## src/rtl/spi_burst_master_if.sv

```systemverilog
// Command/response and SPI pin bundle for spi_burst_master.
// Latency: none, wiring only.
// Backpressure: command side is valid/ready; response is a one-cycle pulse with no ready.
interface spi_burst_master_if #(
    parameter int ADDR_WIDTH = 8,
    parameter int MAX_BYTES  = 4,
    parameter int NUM_CS     = 4
);
    localparam int NB_W = $clog2(MAX_BYTES + 1);
    localparam int CS_W = (NUM_CS > 1) ? $clog2(NUM_CS) : 1;

    logic                   cmd_valid;
    logic                   cmd_ready;
    logic [ADDR_WIDTH-1:0]  cmd_addr;
    logic [8*MAX_BYTES-1:0] cmd_wdata;
    logic [NB_W-1:0]        cmd_nbytes;
    logic                   cmd_write;
    logic [CS_W-1:0]        cmd_cs;
    logic                   abort;
    logic                   busy;
    logic                   rsp_valid;
    logic                   rsp_aborted;
    logic [8*MAX_BYTES-1:0] rsp_rdata;
    logic                   spi_sclk;
    logic                   spi_mosi;
    logic                   spi_miso;
    logic [NUM_CS-1:0]      spi_cs_n;

    modport master (
        input  cmd_valid, cmd_addr, cmd_wdata, cmd_nbytes, cmd_write, cmd_cs, abort, spi_miso,
        output cmd_ready, busy, rsp_valid, rsp_aborted, rsp_rdata, spi_sclk, spi_mosi, spi_cs_n
    );

    modport slave (
        output cmd_valid, cmd_addr, cmd_wdata, cmd_nbytes, cmd_write, cmd_cs, abort, spi_miso,
        input  cmd_ready, busy, rsp_valid, rsp_aborted, rsp_rdata, spi_sclk, spi_mosi, spi_cs_n
    );
endinterface

```

## src/rtl/spi_burst_master.sv

```systemverilog
// SPI mode-0 burst master: address phase then 1..MAX_BYTES full-duplex data bytes.
// Latency: rsp_valid at accept + 1 + (2*(ADDR_WIDTH+8n)+1)*CLK_DIV cycles.
// Backpressure: cmd_ready only in IDLE, no queuing; abort ends a transfer on the edge it is seen.
module spi_burst_master #(
    parameter int ADDR_WIDTH = 8,
    parameter int MAX_BYTES  = 4,
    parameter int NUM_CS     = 4,
    parameter int CLK_DIV    = 2
) (
    input  logic               clk,
    input  logic               rstn,
    spi_burst_master_if.master bus
);
    localparam int DW    = 8 * MAX_BYTES;
    localparam int TW    = ADDR_WIDTH + DW;
    localparam int NB_W  = $clog2(MAX_BYTES + 1);
    localparam int BC_W  = $clog2(TW + 1);
    localparam int DIV_W = (CLK_DIV > 1) ? $clog2(CLK_DIV) : 1;

    localparam logic [1:0] S_IDLE  = 2'd0;
    localparam logic [1:0] S_SETUP = 2'd1;
    localparam logic [1:0] S_SHIFT = 2'd2;
    localparam logic [1:0] S_HOLD  = 2'd3;

    localparam logic [DIV_W-1:0] DIV_LAST = DIV_W'(CLK_DIV - 1);

    logic [1:0]        state;
    logic [DIV_W-1:0]  div_cnt;
    logic [BC_W-1:0]   bits_left;
    logic [BC_W-1:0]   data_bits;
    logic [TW-1:0]     tx_sr;
    logic [DW-1:0]     rx_sr;
    logic              launched;
    logic [NUM_CS-1:0] cs_sel;
    logic              sclk_q;
    logic              mosi_q;
    logic [NUM_CS-1:0] cs_n_q;
    logic              rsp_valid_q;
    logic              rsp_aborted_q;
    logic [DW-1:0]     rdata_q;

    logic [NB_W-1:0]   n_clamped;
    logic [DW-1:0]     wdata_aligned;
    logic [NUM_CS-1:0] cs_dec;

    assign n_clamped = (bus.cmd_nbytes > NB_W'(MAX_BYTES)) ? NB_W'(MAX_BYTES) : bus.cmd_nbytes;

    // Left-align the n payload bytes so the shifter always drains from its MSB.
    always_comb begin
        wdata_aligned = '0;
        if (bus.cmd_write) begin
            wdata_aligned = bus.cmd_wdata << (DW - 8 * int'(n_clamped));
        end
    end

    always_comb begin
        cs_dec = '1;
        for (int i = 0; i < NUM_CS; i++) begin
            if (int'(bus.cmd_cs) == i) begin
                cs_dec[i] = 1'b0;
            end
        end
    end

    always_ff @(posedge clk or negedge rstn) begin
        if (!rstn) begin
            state         <= S_IDLE;
            div_cnt       <= '0;
            bits_left     <= '0;
            data_bits     <= '0;
            tx_sr         <= '0;
            rx_sr         <= '0;
            launched      <= 1'b0;
            cs_sel        <= '1;
            sclk_q        <= 1'b0;
            mosi_q        <= 1'b0;
            cs_n_q        <= '1;
            rsp_valid_q   <= 1'b0;
            rsp_aborted_q <= 1'b0;
            rdata_q       <= '0;
        end else begin
            rsp_valid_q   <= 1'b0;
            rsp_aborted_q <= 1'b0;
            if (state != S_IDLE && bus.abort) begin
                state         <= S_IDLE;
                sclk_q        <= 1'b0;
                mosi_q        <= 1'b0;
                cs_n_q        <= '1;
                rsp_valid_q   <= 1'b1;
                rsp_aborted_q <= 1'b1;
            end else begin
                case (state)
                    S_IDLE: begin
                        if (bus.cmd_valid) begin
                            state     <= S_SETUP;
                            launched  <= 1'b0;
                            div_cnt   <= '0;
                            tx_sr     <= {bus.cmd_addr, wdata_aligned};
                            rx_sr     <= '0;
                            bits_left <= BC_W'(ADDR_WIDTH) + BC_W'(8 * int'(n_clamped));
                            data_bits <= BC_W'(8 * int'(n_clamped));
                            cs_sel    <= cs_dec;
                        end
                    end
                    S_SETUP: begin
                        // First SETUP cycle only drives CS and the first bit; the CLK_DIV count starts after.
                        if (!launched) begin
                            launched <= 1'b1;
                            cs_n_q   <= cs_sel;
                            mosi_q   <= tx_sr[TW-1];
                            tx_sr    <= tx_sr << 1;
                        end else if (div_cnt == DIV_LAST) begin
                            div_cnt <= '0;
                            sclk_q  <= 1'b1;
                            state   <= S_SHIFT;
                        end else begin
                            div_cnt <= div_cnt + 1'b1;
                        end
                    end
                    S_SHIFT: begin
                        if (div_cnt == DIV_LAST) begin
                            div_cnt <= '0;
                            sclk_q  <= ~sclk_q;
                            if (sclk_q) begin
                                if (bits_left <= data_bits) begin
                                    rx_sr <= {rx_sr[DW-2:0], bus.spi_miso};
                                end
                                mosi_q    <= tx_sr[TW-1];
                                tx_sr     <= tx_sr << 1;
                                bits_left <= bits_left - 1'b1;
                                if (bits_left == BC_W'(1)) begin
                                    state <= S_HOLD;
                                end
                            end
                        end else begin
                            div_cnt <= div_cnt + 1'b1;
                        end
                    end
                    S_HOLD: begin
                        if (div_cnt == DIV_LAST) begin
                            state       <= S_IDLE;
                            cs_n_q      <= '1;
                            mosi_q      <= 1'b0;
                            rsp_valid_q <= 1'b1;
                            rdata_q     <= rx_sr;
                        end else begin
                            div_cnt <= div_cnt + 1'b1;
                        end
                    end
                    default: state <= S_IDLE;
                endcase
            end
        end
    end

    assign bus.cmd_ready   = (state == S_IDLE);
    assign bus.busy        = (state != S_IDLE);
    assign bus.rsp_valid   = rsp_valid_q;
    assign bus.rsp_aborted = rsp_aborted_q;
    assign bus.rsp_rdata   = rdata_q;
    assign bus.spi_sclk    = sclk_q;
    assign bus.spi_mosi    = mosi_q;
    assign bus.spi_cs_n    = cs_n_q;
endmodule
```

## src/flat_wrapper.sv

```systemverilog
// flat-port wrapper written by rule: the top's interface ports become plain ports
module spi_burst_master_flat 
#(
    parameter int ADDR_WIDTH = 8,
    parameter int MAX_BYTES  = 4,
    parameter int NUM_CS     = 4,
    parameter int CLK_DIV    = 2
)
  (clk, rstn, bus_cmd_valid, bus_cmd_addr, bus_cmd_wdata, bus_cmd_nbytes, bus_cmd_write, bus_cmd_cs, bus_abort, bus_spi_miso, bus_cmd_ready, bus_busy, bus_rsp_valid, bus_rsp_aborted, bus_rsp_rdata, bus_spi_sclk, bus_spi_mosi, bus_spi_cs_n);
  spi_burst_master_if #(.ADDR_WIDTH(ADDR_WIDTH), .MAX_BYTES(MAX_BYTES), .NUM_CS(NUM_CS)) bus_i ();
  input  logic clk;
  input  logic rstn;
  input wire logic [$bits(bus_i.cmd_valid)-1:0] bus_cmd_valid;
  input wire logic [$bits(bus_i.cmd_addr)-1:0] bus_cmd_addr;
  input wire logic [$bits(bus_i.cmd_wdata)-1:0] bus_cmd_wdata;
  input wire logic [$bits(bus_i.cmd_nbytes)-1:0] bus_cmd_nbytes;
  input wire logic [$bits(bus_i.cmd_write)-1:0] bus_cmd_write;
  input wire logic [$bits(bus_i.cmd_cs)-1:0] bus_cmd_cs;
  input wire logic [$bits(bus_i.abort)-1:0] bus_abort;
  input wire logic [$bits(bus_i.spi_miso)-1:0] bus_spi_miso;
  output wire logic [$bits(bus_i.cmd_ready)-1:0] bus_cmd_ready;
  output wire logic [$bits(bus_i.busy)-1:0] bus_busy;
  output wire logic [$bits(bus_i.rsp_valid)-1:0] bus_rsp_valid;
  output wire logic [$bits(bus_i.rsp_aborted)-1:0] bus_rsp_aborted;
  output wire logic [$bits(bus_i.rsp_rdata)-1:0] bus_rsp_rdata;
  output wire logic [$bits(bus_i.spi_sclk)-1:0] bus_spi_sclk;
  output wire logic [$bits(bus_i.spi_mosi)-1:0] bus_spi_mosi;
  output wire logic [$bits(bus_i.spi_cs_n)-1:0] bus_spi_cs_n;
  assign bus_i.cmd_valid = bus_cmd_valid;
  assign bus_i.cmd_addr = bus_cmd_addr;
  assign bus_i.cmd_wdata = bus_cmd_wdata;
  assign bus_i.cmd_nbytes = bus_cmd_nbytes;
  assign bus_i.cmd_write = bus_cmd_write;
  assign bus_i.cmd_cs = bus_cmd_cs;
  assign bus_i.abort = bus_abort;
  assign bus_i.spi_miso = bus_spi_miso;
  assign bus_cmd_ready = bus_i.cmd_ready;
  assign bus_busy = bus_i.busy;
  assign bus_rsp_valid = bus_i.rsp_valid;
  assign bus_rsp_aborted = bus_i.rsp_aborted;
  assign bus_rsp_rdata = bus_i.rsp_rdata;
  assign bus_spi_sclk = bus_i.spi_sclk;
  assign bus_spi_mosi = bus_i.spi_mosi;
  assign bus_spi_cs_n = bus_i.spi_cs_n;
  spi_burst_master #(.ADDR_WIDTH(ADDR_WIDTH), .MAX_BYTES(MAX_BYTES), .NUM_CS(NUM_CS), .CLK_DIV(CLK_DIV)) u_core (.clk(clk), .rstn(rstn), .bus(bus_i));
endmodule
```

## config.mk

```make
export PLATFORM = sky130hd
export DESIGN_NAME = spi_burst_master_flat
export DESIGN_NICKNAME = d
export VERILOG_FILES = /design/src/rtl/spi_burst_master_if.sv /design/src/rtl/spi_burst_master.sv /design/src/flat_wrapper.sv
export SDC_FILE = /design/constraint.sdc
export NUM_CORES = 1
export LEC_CHECK = 0
export CAP_MARGIN = 20
export CORE_MARGIN = 5
export CORE_UTILIZATION = 58
export DETAILED_ROUTE_END_ITERATION = 7
export PLACE_DENSITY = 0.91
export SLEW_MARGIN = 20
export SYNTH_ARGS = -nofsm -noshare
export SYNTH_HDL_FRONTEND = slang
export SYNTH_SLANG_ARGS = --single-unit
```

## constraint.sdc

```tcl
create_clock -name clk -period 3.6 [get_ports clk]
set_input_delay 0.72 -clock clk [delete_from_list [all_inputs] [get_ports clk]]
set_output_delay 0.72 -clock clk [all_outputs]
set_load 0.05 [all_outputs]
```

# Word-level counts from Yosys, hierarchy flattened
# Cells that the tools add are included.
# totals
in_bits	51
output_inout_bits	42
ff_bits	129
# classes
n_bitwise	2
n_mux	54
n_reduce_logical	21
add_sub_neg	4
eq_ne	21
order_cmp	2
shift	1
# op_table
operator	n
32-bit two-way mux	5
40-bit two-way mux	4
40-bit one-hot mux with 3 select lines	1
32-bit one-hot mux with 2 select lines	1
32-bit by 32-bit left shift with 32-bit output	1
1-bit two-way mux	21
6-bit two-way mux	3
3-bit by 1-bit != test with 1-bit output, second input constant	6
2-bit two-way mux	8
3-bit AND reduction	5
4-bit two-way mux	3
6-bit one-hot mux with 2 select lines	1
6-bit AND reduction	2
5-bit AND reduction	2
3-bit nonzero test	3
2-bit == test, second input constant	4
2-bit by 1-bit != test with 1-bit output, second input constant	4
2-bit one-hot mux with 4 select lines	1
4-bit one-hot mux with 2 select lines	1
7-bit AND reduction	1
6-bit by 6-bit subtractor with 7-bit output, first input constant	1
5-bit by 6-bit adder with 6-bit output, first input constant	1
6-bit by 1-bit == test with 1-bit output, second input constant	1
6-bit <= comparator	1
17 further kinds	24

# Depth between registers and ports, before layout
# Gate-level depths: netlist of run 1.
# depth
word_depth	7
depth_mapped	11
depth_no_buf	7

# Worst setup path before layout of run 1
# OpenSTA, ideal clock, no wires.
# synth_timing
path_type	input -> register
from	input port bus_cmd_nbytes[0]
to	register u_core.tx_sr[1]
stages	9
t_arrival_ns	2.877
t_required_ns	3.534
path_slack_ns	0.657
cell_sequence	nor2b_1 > buf_2 > buf_4 > buf_2 > ha_1 > or4b_1 > buf_2 > nor3_4 > a221o_1
# synth_via
elab_chain_cells	7
# synth_lines
item	line_no	rtl
start, declared	flat_wrapper.sv:16	input wire logic [$bits(bus_i.cmd_nbytes)-1:0] bus_cmd_nbytes;
3-bit > comparator	spi_burst_master.sv:46	assign n_clamped = (bus.cmd_nbytes > NB_W'(MAX_BYTES)) ? NB_W'(MAX_BYTES) : bus.cmd_nbytes;
3-bit two-way mux *	spi_burst_master.sv:46	
via u_core.n_clamped[0]	spi_burst_master.sv:42	logic [NB_W-1:0] n_clamped;
6-bit by 6-bit subtractor with 7-bit output *	spi_burst_master.sv:52	wdata_aligned = bus.cmd_wdata << (DW - 8 * int'(n_clamped));
32-bit by 32-bit left shift with 32-bit output *	spi_burst_master.sv:52	
32-bit two-way mux *	spi_burst_master.sv:51	if (bus.cmd_write) begin
40-bit two-way mux *	spi_burst_master.sv:94	if (bus.cmd_valid) begin
40-bit one-hot mux with 3 select lines *	spi_burst_master.sv:92	case (state)
end signal, assigned	spi_burst_master.sv:98	tx_sr <= {bus.cmd_addr, wdata_aligned};
end signal, assigned	spi_burst_master.sv:111	tx_sr <= tx_sr << 1;
end signal, assigned	spi_burst_master.sv:129	tx_sr <= tx_sr << 1;
end, declared	spi_burst_master.sv:31	logic [TW-1:0] tx_sr;
# Mark *: on every way through the listed nets, which the timed path passes. The rest lies on a longest branch. The select of a mux whose other input is x is not followed.
# A chain may end at the register's enable or synchronous reset.

# Worst setup path in the final report of run 1
# layout_timing
from	register u_core.state[0]
to	output port bus_busy
# layout_via
elab_chain_cells	1
# layout_lines
item	line_no	rtl
start, declared	spi_burst_master.sv:27	logic [1:0] state;
start signal, assigned	spi_burst_master.sv:67	state <= S_IDLE;
start signal, assigned	spi_burst_master.sv:85	state <= S_IDLE;
start signal, assigned	spi_burst_master.sv:95	state <= S_SETUP;
2-bit nonzero test	spi_burst_master.sv:157	assign bus.busy = (state != S_IDLE);
end, declared	flat_wrapper.sv:22	output wire logic [$bits(bus_i.busy)-1:0] bus_busy;
# No other way between the ends.

==> results of run 1 <==
## worst max-delay path by stage
stage / start / endpoint / slack (ns) / depth (start not counted)
final: u_core.state[0]$_DFFE_PN0P_ / bus_busy / 0.57 / 4
after global routing: u_core.state[0]$_DFFE_PN0P_ / bus_busy / 0.47 / 4
after CTS: u_core.state[0]$_DFFE_PN0P_ / bus_busy / 0.56 / 4
after detailed placement: bus_cmd_nbytes[2] / u_core.tx_sr[3]$_DFFE_PN0P_ / 0.21 / 8
after global placement: bus_cmd_nbytes[2] / u_core.tx_sr[4]$_DFFE_PN0P_ / 0.39 / 8
after floorplan: bus_cmd_nbytes[0] / u_core.tx_sr[1]$_DFFE_PN0P_ / 0.66 / 9
## sequential cells by signal (all words and copies together) (netlist names), 2 cells and up
name,cells
u_core.bus.rsp_rdata,32
u_core.tx_sr,40
u_core.data_bits,3
u_core.rx_sr,32
u_core.bits_left,6
u_core.state,2
u_core.bus.spi_cs_n,4
u_core.cs_sel,4
## worst register-to-register path, cell delays in order, from the launching register on
cell and delay (ns):
dfrtp_1 0.42, inv_1 0.10, ha_1 0.36, and2_1 0.59
o211a_1 0.76, and3_1 0.28, a221o_1 0.14
## through the flow
| step | setup slack [ns] | power, mW | utilization [%] |
|---|---|---|---|
| 2_1_floorplan | 0.657 | 3.56 | - |
| 3_3_place_gp | 0.394 | 3.96 | 69.0 |
| 3_5_place_dp | 0.214 | 4.08 | 69.0 |
| 4_1_cts | 0.557 | 5.92 | 74.9 |
| 5_1_grt | 0.469 | 6.27 | 74.9 |
| 6_report | 0.573 | 5.94 | 74.9 |
## cells in the final DEF (no fill, tap or decap), types with 4 or more instances in the layout
| cell | instances |
|---|---|
| mux4_2 | 8 |
| clkdlybuf4s50_1 | 91 |
| nand2_1 | 42 |
| a2bb2oi_1 | 8 |
| mux2_1 | 30 |
| a221o_1 | 8 |
| mux2i_1 | 17 |
| dfrtp_1 | 121 |
| nor2_1 | 42 |
| buf_4 | 10 |
| clkbuf_16 | 16 |
| nand3_1 | 5 |
| ha_1 | 11 |
| and3_1 | 6 |
| a22o_1 | 32 |
| inv_6 | 4 |
| nor3_1 | 6 |
| nand2b_1 | 13 |
| a31oi_1 | 4 |
| a21oi_1 | 35 |
| nor3b_1 | 10 |
| a221oi_1 | 8 |
| dfstp_2 | 8 |
| o21ai_0 | 17 |
| o21ai_1 | 21 |
| inv_1 | 12 |
## Yosys cell counts (all sizes together) (2+ instances only)
master   number
o31ai         3
a31oi         4
dfrtp       121
a221oi        8
o211ai        2
a22o         32
or4b          2
mux4          8
a221o         8
or4           2
ha           11
a2bb2oi       8
and2          2
inv          14
nand4         3
nor3b        10
mux2         32
nand2        42
nand2b       13
o21ai        38
a21oi        37
nor2         43
buf          21
and3          6
nor2b         4
dfstp         8
mux2i        17
clkbuf       16
nand3         5
nor3          7
## power groups by stage
stage	clock network (mW)	logic (mW)	registers, mW
6_report	1.81	2.06	2.06
5_1_grt	1.89	2.28	2.10
4_1_cts	1.82	2.05	2.05
3_5_place_dp	0	2.01	2.07
3_3_place_gp	0	1.92	2.04
2_1_floorplan	0	1.45	2.10
## kinds of logic after synthesis
kind of cell,synth area share [%]
AOI/OAI and AO/OA,17.8
and+or+nand+nor,11.4
DFF,52.5
muxes,11.5
buffers and inverters,4.24
adders and majority gates,2.23
xor gates and xnor gates,0.284
## layer usage
metal	part of all wire (%)	track usage, %	vias up
met5	0	0	-
met4	3.5	11.4	0
met3	7.6	5.83	61
met2	50	42.0	262
met1	39	30.4	2410
li1	-	-	2163
## area by class of cell
type,count,area (µm²),area share [%]
tap,136,170,2.19
timing repair buffer,102,1010,12.9
clock inverter,14,193,2.48
clock buffer,18,428,5.51
multi-input combinational,367,2680,34.5
sequential,129,3240,41.7
inverter,14,52.6,0.676
==> impl_results.md, run 1 <==
* Synthesized cell area at 6170 µm²
* Reg2reg path depth at 6
* Clock network fraction of design power at 30.5%
* Drt initial violations at 366
* Synth cell types at 61
* Leakage at 3.51 nW
* Gr usage total at 24.9%
* Fmax at 330 MHz
* Max-capacitance violation count at 0
* Die Ht at 113 µm
* Slew @ Worst Pin at 0.849 ns
* Layout cell share with drive strength beyond 1 at 11.6%
* CTS H-tree depth at 4
* Sw Ratio at 38.2%
* Final Setup Violations at 0
* Clock transition at path regs at 0.06 ns
* CP Capture Type: output port
* Initial antenna violation count at 0
* CP arrival at 2.31 ns
* Combinational Power Share at 34.8%
* Hold WS at 0.261 ns
* Post-layout min period at 3.03 ns
* Synth top area cells: dfrtp_1 (49%), mux2_1 (5.5%), a22o_1 (4.5%)
* Cell taking the most area after synthesis: dfrtp_1
* I/O Pins at 93
* CP delay by family, top: buffers and inverters
* VDD IR-drop max at 378 µV
* Startpoint types: flop
* Avg Inst Size Synth at 11.3 µm²
* CTS resizes at 0
* Area after DPL at 7150 µm²
* Power Internal at 3.67 mW
* CTS hold repair buffers at 0
* Clk sink count at 129
* Worst min path class: primary input to asynchronous set/reset pin
* Reg2reg end: u_core.tx_sr[7]$_DFFE_PN0P_
* Final Cell Area at 7770 µm²
* Crit Path Max Fanout at 11
* Hpwl dp at 9.73 mm
* Fill count at 641
* Syn. warnings at 0
* CTS buffer count at 17
* Number of synthesized flops with an enable pin at 0
* Yosys top cell area share at 49.1%
* Root buf cell: clkbuf_8
* Flop pwr share at 34.8%
* Post-synth top flop: dfrtp_1
* Vias per inst at 6.28
* # DRC at 0
* Yosys reg bits at 129
* Post-synth ARST share at 100%
* Vias in the first global route at 5,139
* Antenna-violating nets left at 0
* Fin. max-slew vios at 0
* Register area share after synthesis at 52.5%
* Die ar. at 12,800 µm²
* Nets@finish at 693
* Outcome: complete, no violations
* Wirelength per Cell at 19.7 µm
* Clk buf depth at 2
* Slew headroom at 42.9%
* Flop-to-flop setup slack at 0.88 ns
* Pwr/cell area at 764 nW/µm²
* TritonRoute pass-1 iters at 5
* GR Overflow Total at 0
* Setup Buffers After CTS at 0
* Syn_nets at 610
* N_diodes at 0
* CP dominant cell by count: inv_1
* # rows at 37
* CORE AREA at 10,400 µm²
* First-pass GRT wire length at 25.5 mm
* WP buf/inv at 3
* Port-buffer cells at 92
* RSZ-0062 raised after global routing: false
* CP max-delay cell: clkdlybuf4s50_1
* Reg2reg start: u_core.state[1]$_DFFE_PN0P_
* Routability cong. at 0.887
* CTS tree: done
* Placed cell count at 748
* Total wire length at 15.3 mm
* Tcrit/Tclk final at 84.1%
* Fin. Hold Viols at 0
* Clock Skews at 0.0122 ns
* Area Growth Syn to Fin at 26.0%
* Setup_tns at 0 ns
* Total number of vias at 4,896
* Clk_lat worst skew at 0.52 ns
* Largest net degree at the start of global routing at 71
* Post-Layout Cell Count at 780
* Post-Synthesis Cells at 548
* NetSw at 2.27 mW
* Critical Path RT at 2.88 ns
* Peak per-stage delay on the critical path at 0.82 ns
* Width of the die at 113 µm
* Crit Path Class: flop to output port
* Initial Util at 59.5%
* Critical Path, Cell by Cell: inv_1, ha_1, inv_1, clkdlybuf4s50_1
No activity file was read; power rests on OpenSTA's default activity.
==> run 2, diff against run 1 <==
--- a/config.mk
+++ b/config.mk
@@ -7,9 +7,9 @@
 export LEC_CHECK = 0
 export CAP_MARGIN = 20
 export CORE_MARGIN = 5
-export CORE_UTILIZATION = 58
+export CORE_UTILIZATION = 49
 export DETAILED_ROUTE_END_ITERATION = 7
-export PLACE_DENSITY = 0.91
+export PLACE_DENSITY = 0.82
 export SLEW_MARGIN = 20
 export SYNTH_ARGS = -nofsm -noshare
 export SYNTH_HDL_FRONTEND = slang
==> constraint.sdc (replaced) <==
create_clock -name clk -period 2.5 [get_ports clk]
set_input_delay 0.5 -clock clk [delete_from_list [all_inputs] [get_ports clk]]
set_output_delay 0.5 -clock clk [all_outputs]
set_load 0.05 [all_outputs]
==> run 2 against run 1 <==
- global-route usage decreased by 4.8 points
- critical path depth grew 3
- utilization fell by 11 points
- die area is 17% higher
- sequential share of layout area is 1.1 points lower
- largest cell class unchanged
- via count shrank 3.4%
- worst setup slack got worse by 0.37 ns
- critical path type is now primary input to flop
- cell area rose by 2.7%
- non-clock buffer count is 16 higher
==> impl_results.md, run 2 (synthesis results as in run 1) <==
* # rows at 41 (+11%)
* Reg2reg end: u_core.rx_sr[3]$_DFFE_PN0P_
* Flop pwr share at 34.7% (about the same)
* Clk buf depth at 2 (unchanged)
* TritonRoute pass-1 iters at 4 (-1)
* Initial Util at 49.5% (-10 points)
* Total power at 8.51 mW (+43%)
* Critical Path RT at 2.84 ns (-0.04 ns)
* Area after DPL at 7360 µm² (+2.9%)
* Power Internal at 5.41 mW (+47%)
* Reg2reg start: u_core.state[0]$_DFFE_PN0P_
* Flop-to-flop setup slack at 0.24 ns (-0.64 ns)
* WP buf/inv at 2 (-1)
* Crit Path Class: primary input to flop
* Final Setup Violations at 0 (unchanged)
* Routability cong. at 0.890 (+0.42%)
* Hpwl dp at 9.99 mm (+2.7%)
* CTS buffer count at 17 (unchanged)
* CORE AREA at 12,500 µm² (+20%)
* Vias per inst at 5.68 (-9.4%)
* I/O Pins at 93 (unchanged)
* Pwr/cell area at 1070 nW/µm² (+40%)
* Setup Buffers After CTS at 0 (unchanged)
* Nets@finish at 709 (+2.3%)
* Width of the die at 122 µm (+8.0%)
* Total number of vias at 4,729 (-3.4%)
* CP Capture Type: flop
* Initial antenna violation count at 0 (unchanged)
* CP max-delay cell: or4b_1
* Total wire length at 14.2 mm (-7.5%)
* Gr usage total at 20.1% (-4.8 points)
* Clock network fraction of design power at 30.1% (-0.4 points)
* Startpoint types: primary input
* CTS hold repair buffers at 0 (unchanged)
* Leakage at 3.60 nW (+2.6%)
* Fill count at 961 (+50%)
* Top reg by flops: u_core.tx_sr
* N_diodes at 0 (unchanged)
* Register area at 3240 µm² (unchanged)
* Post-layout min period at 2.30 ns
* # DRC at 0 (unchanged)
* Largest net degree at the start of global routing at 56 (-21%)
* Combinational Power Share at 35.2% (+0.4 points)
* VDD IR-drop max at 594 µV (+57%)
* GR Overflow Total at 0 (unchanged)
* Multi-input logic area at 2700 µm² (+0.65%)
* CTS H-tree depth at 4 (unchanged)
* Max-capacitance violation count at 0 (unchanged)
* Die Ht at 122 µm (+8.0%)
* Antenna-violating nets left at 0 (unchanged)
* Layout cell share with drive strength beyond 1 at 14.2% (+2.6 points)
* Fin. max-slew vios at 0 (unchanged)
* Worst min path class: primary input to asynchronous set/reset pin
* Tcrit/Tclk final at 92.1%
* Wirelength per Cell at 17.0 µm (-13%)
* Die ar. at 14,900 µm² (+17%)
* Slew headroom at 43.7% (+0.78 points)
* Clock Skews at 0.00829 ns (-0.00393 ns)
* Commonest non-fill, non-tap cells in the layout: dfrtp_1 (121), clkdlybuf4s50_1 (89), nand2_1 (42), nor2_1 (42), a21oi_1 (35)
* Commonest non-fill, non-tap cell in the layout: dfrtp_1
* Crit Path Max Fanout at 7 (-4)
* Clk sink count at 129 (unchanged)
* First-pass GRT wire length at 23.7 mm (-6.8%)
* Hold WS at 0.0613 ns (-0.200 ns)
* Slew @ Worst Pin at 0.837 ns (-0.0116 ns)
* Sw Ratio at 36.4% (-1.8 points)
* Outcome: complete, no violations
* NetSw at 3.09 mW (+36%)
* Reg2reg path depth at 6 (unchanged)
* Area Growth Syn to Fin at 29.4%
* Vias in the first global route at 4,888 (-4.9%)
* Drt initial violations at 395 (+7.9%)
* Fin. Hold Viols at 0 (unchanged)
* RSZ-0062 raised after global routing: false
* CP arrival at 2.64 ns (+0.33 ns)
* Peak per-stage delay on the critical path at 0.57 ns (-0.25 ns)
* CTS resizes at 0 (unchanged)
* Clock transition at path regs at 0.05 ns (about the same)
* Final Cell Area at 7980 µm² (+2.7%)
* CP delay by family, top: simple AND/OR/NAND/NOR gates
* Clk_lat worst skew at 0.41 ns (-0.11 ns)
* Fmax at 434 MHz
* Critical Path, Cell by Cell: clkdlybuf4s50_1, nand2b_1, inv_1, ha_4, or4b_1, nor3_4, a221o_1
* Port-buffer cells at 92 (unchanged)
* CTS tree: done
* Max reg flops at 40 (unchanged)
* Root buf cell: clkbuf_16
==> run 2: changes by cell type in the layout (fill, tap and decap cells not counted), sizes merged <==
cell / previous run / this run
clkinvlp: 1 / 2
clkinv: 3 / 5
clkdlybuf4s50: 91 / 89
buf: 11 / 29
clkbuf: 18 / 20
inv: 21 / 16
==> run 2: power by group through the flow <==
stage,combinational [mW],sequential [mW],clock (mW)
floorplan,2.11,3.03,0
global placement,2.85,2.94,0
detailed placement,2.98,2.96,0
CTS,3.00,2.94,2.59
global route,3.33,3.01,2.70
finish,2.99,2.95,2.56
==> run 2: routing by layer <==
metal / GRT usage [%] / wire [µm]
met1: 26.4 / 6200
met2: 31.7 / 6870
met3: 5.11 / 765
met4: 8.61 / 348
met5: 0 / 0
==> run 2: through the flow <==
stage / cells / worst slack, ns / setup TNS, ns / util (%)
2_1_floorplan: 548 / 0.0207 / 0 / -
3_5_place_dp: 800 / -0.211 / -3.89 / 59.0
4_1_cts: 832 / 0.215 / 0 / 64.0
3_3_place_gp: 800 / -0.124 / -2.02 / 59.0
5_1_grt: 832 / 0.0250 / 0 / 64.0
6_report: 832 / 0.198 / 0 / 64.0
==> run 2: how the worst max path moves through the flow <==
stage	start	end	slack, ns	cells past startpoint
final	bus_cmd_nbytes[2]	u_core.tx_sr[6]$_DFFE_PN0P_	0.20	7
after global routing	u_core.state[0]$_DFFE_PN0P_	u_core.rx_sr[17]$_DFFE_PN0P_	0.03	6
after CTS	u_core.bus.spi_sclk$_DFFE_PN0P_	bus_spi_sclk	0.21	1
after detailed placement	bus_cmd_nbytes[2]	u_core.tx_sr[6]$_DFFE_PN0P_	-0.21	7
after global placement	bus_cmd_nbytes[2]	u_core.tx_sr[4]$_DFFE_PN0P_	-0.12	7
after floorplan	bus_cmd_nbytes[0]	u_core.tx_sr[1]$_DFFE_PN0P_	0.02	10
==> run 2: cell type report <==
cell class	instances	area share, %
clock inverter	12	1.94
multi-input combinational	367	33.9
sequential	129	40.6
timing repair buffer	118	14.4
inverter	14	0.690
tap	172	2.70
clock buffer	20	5.85
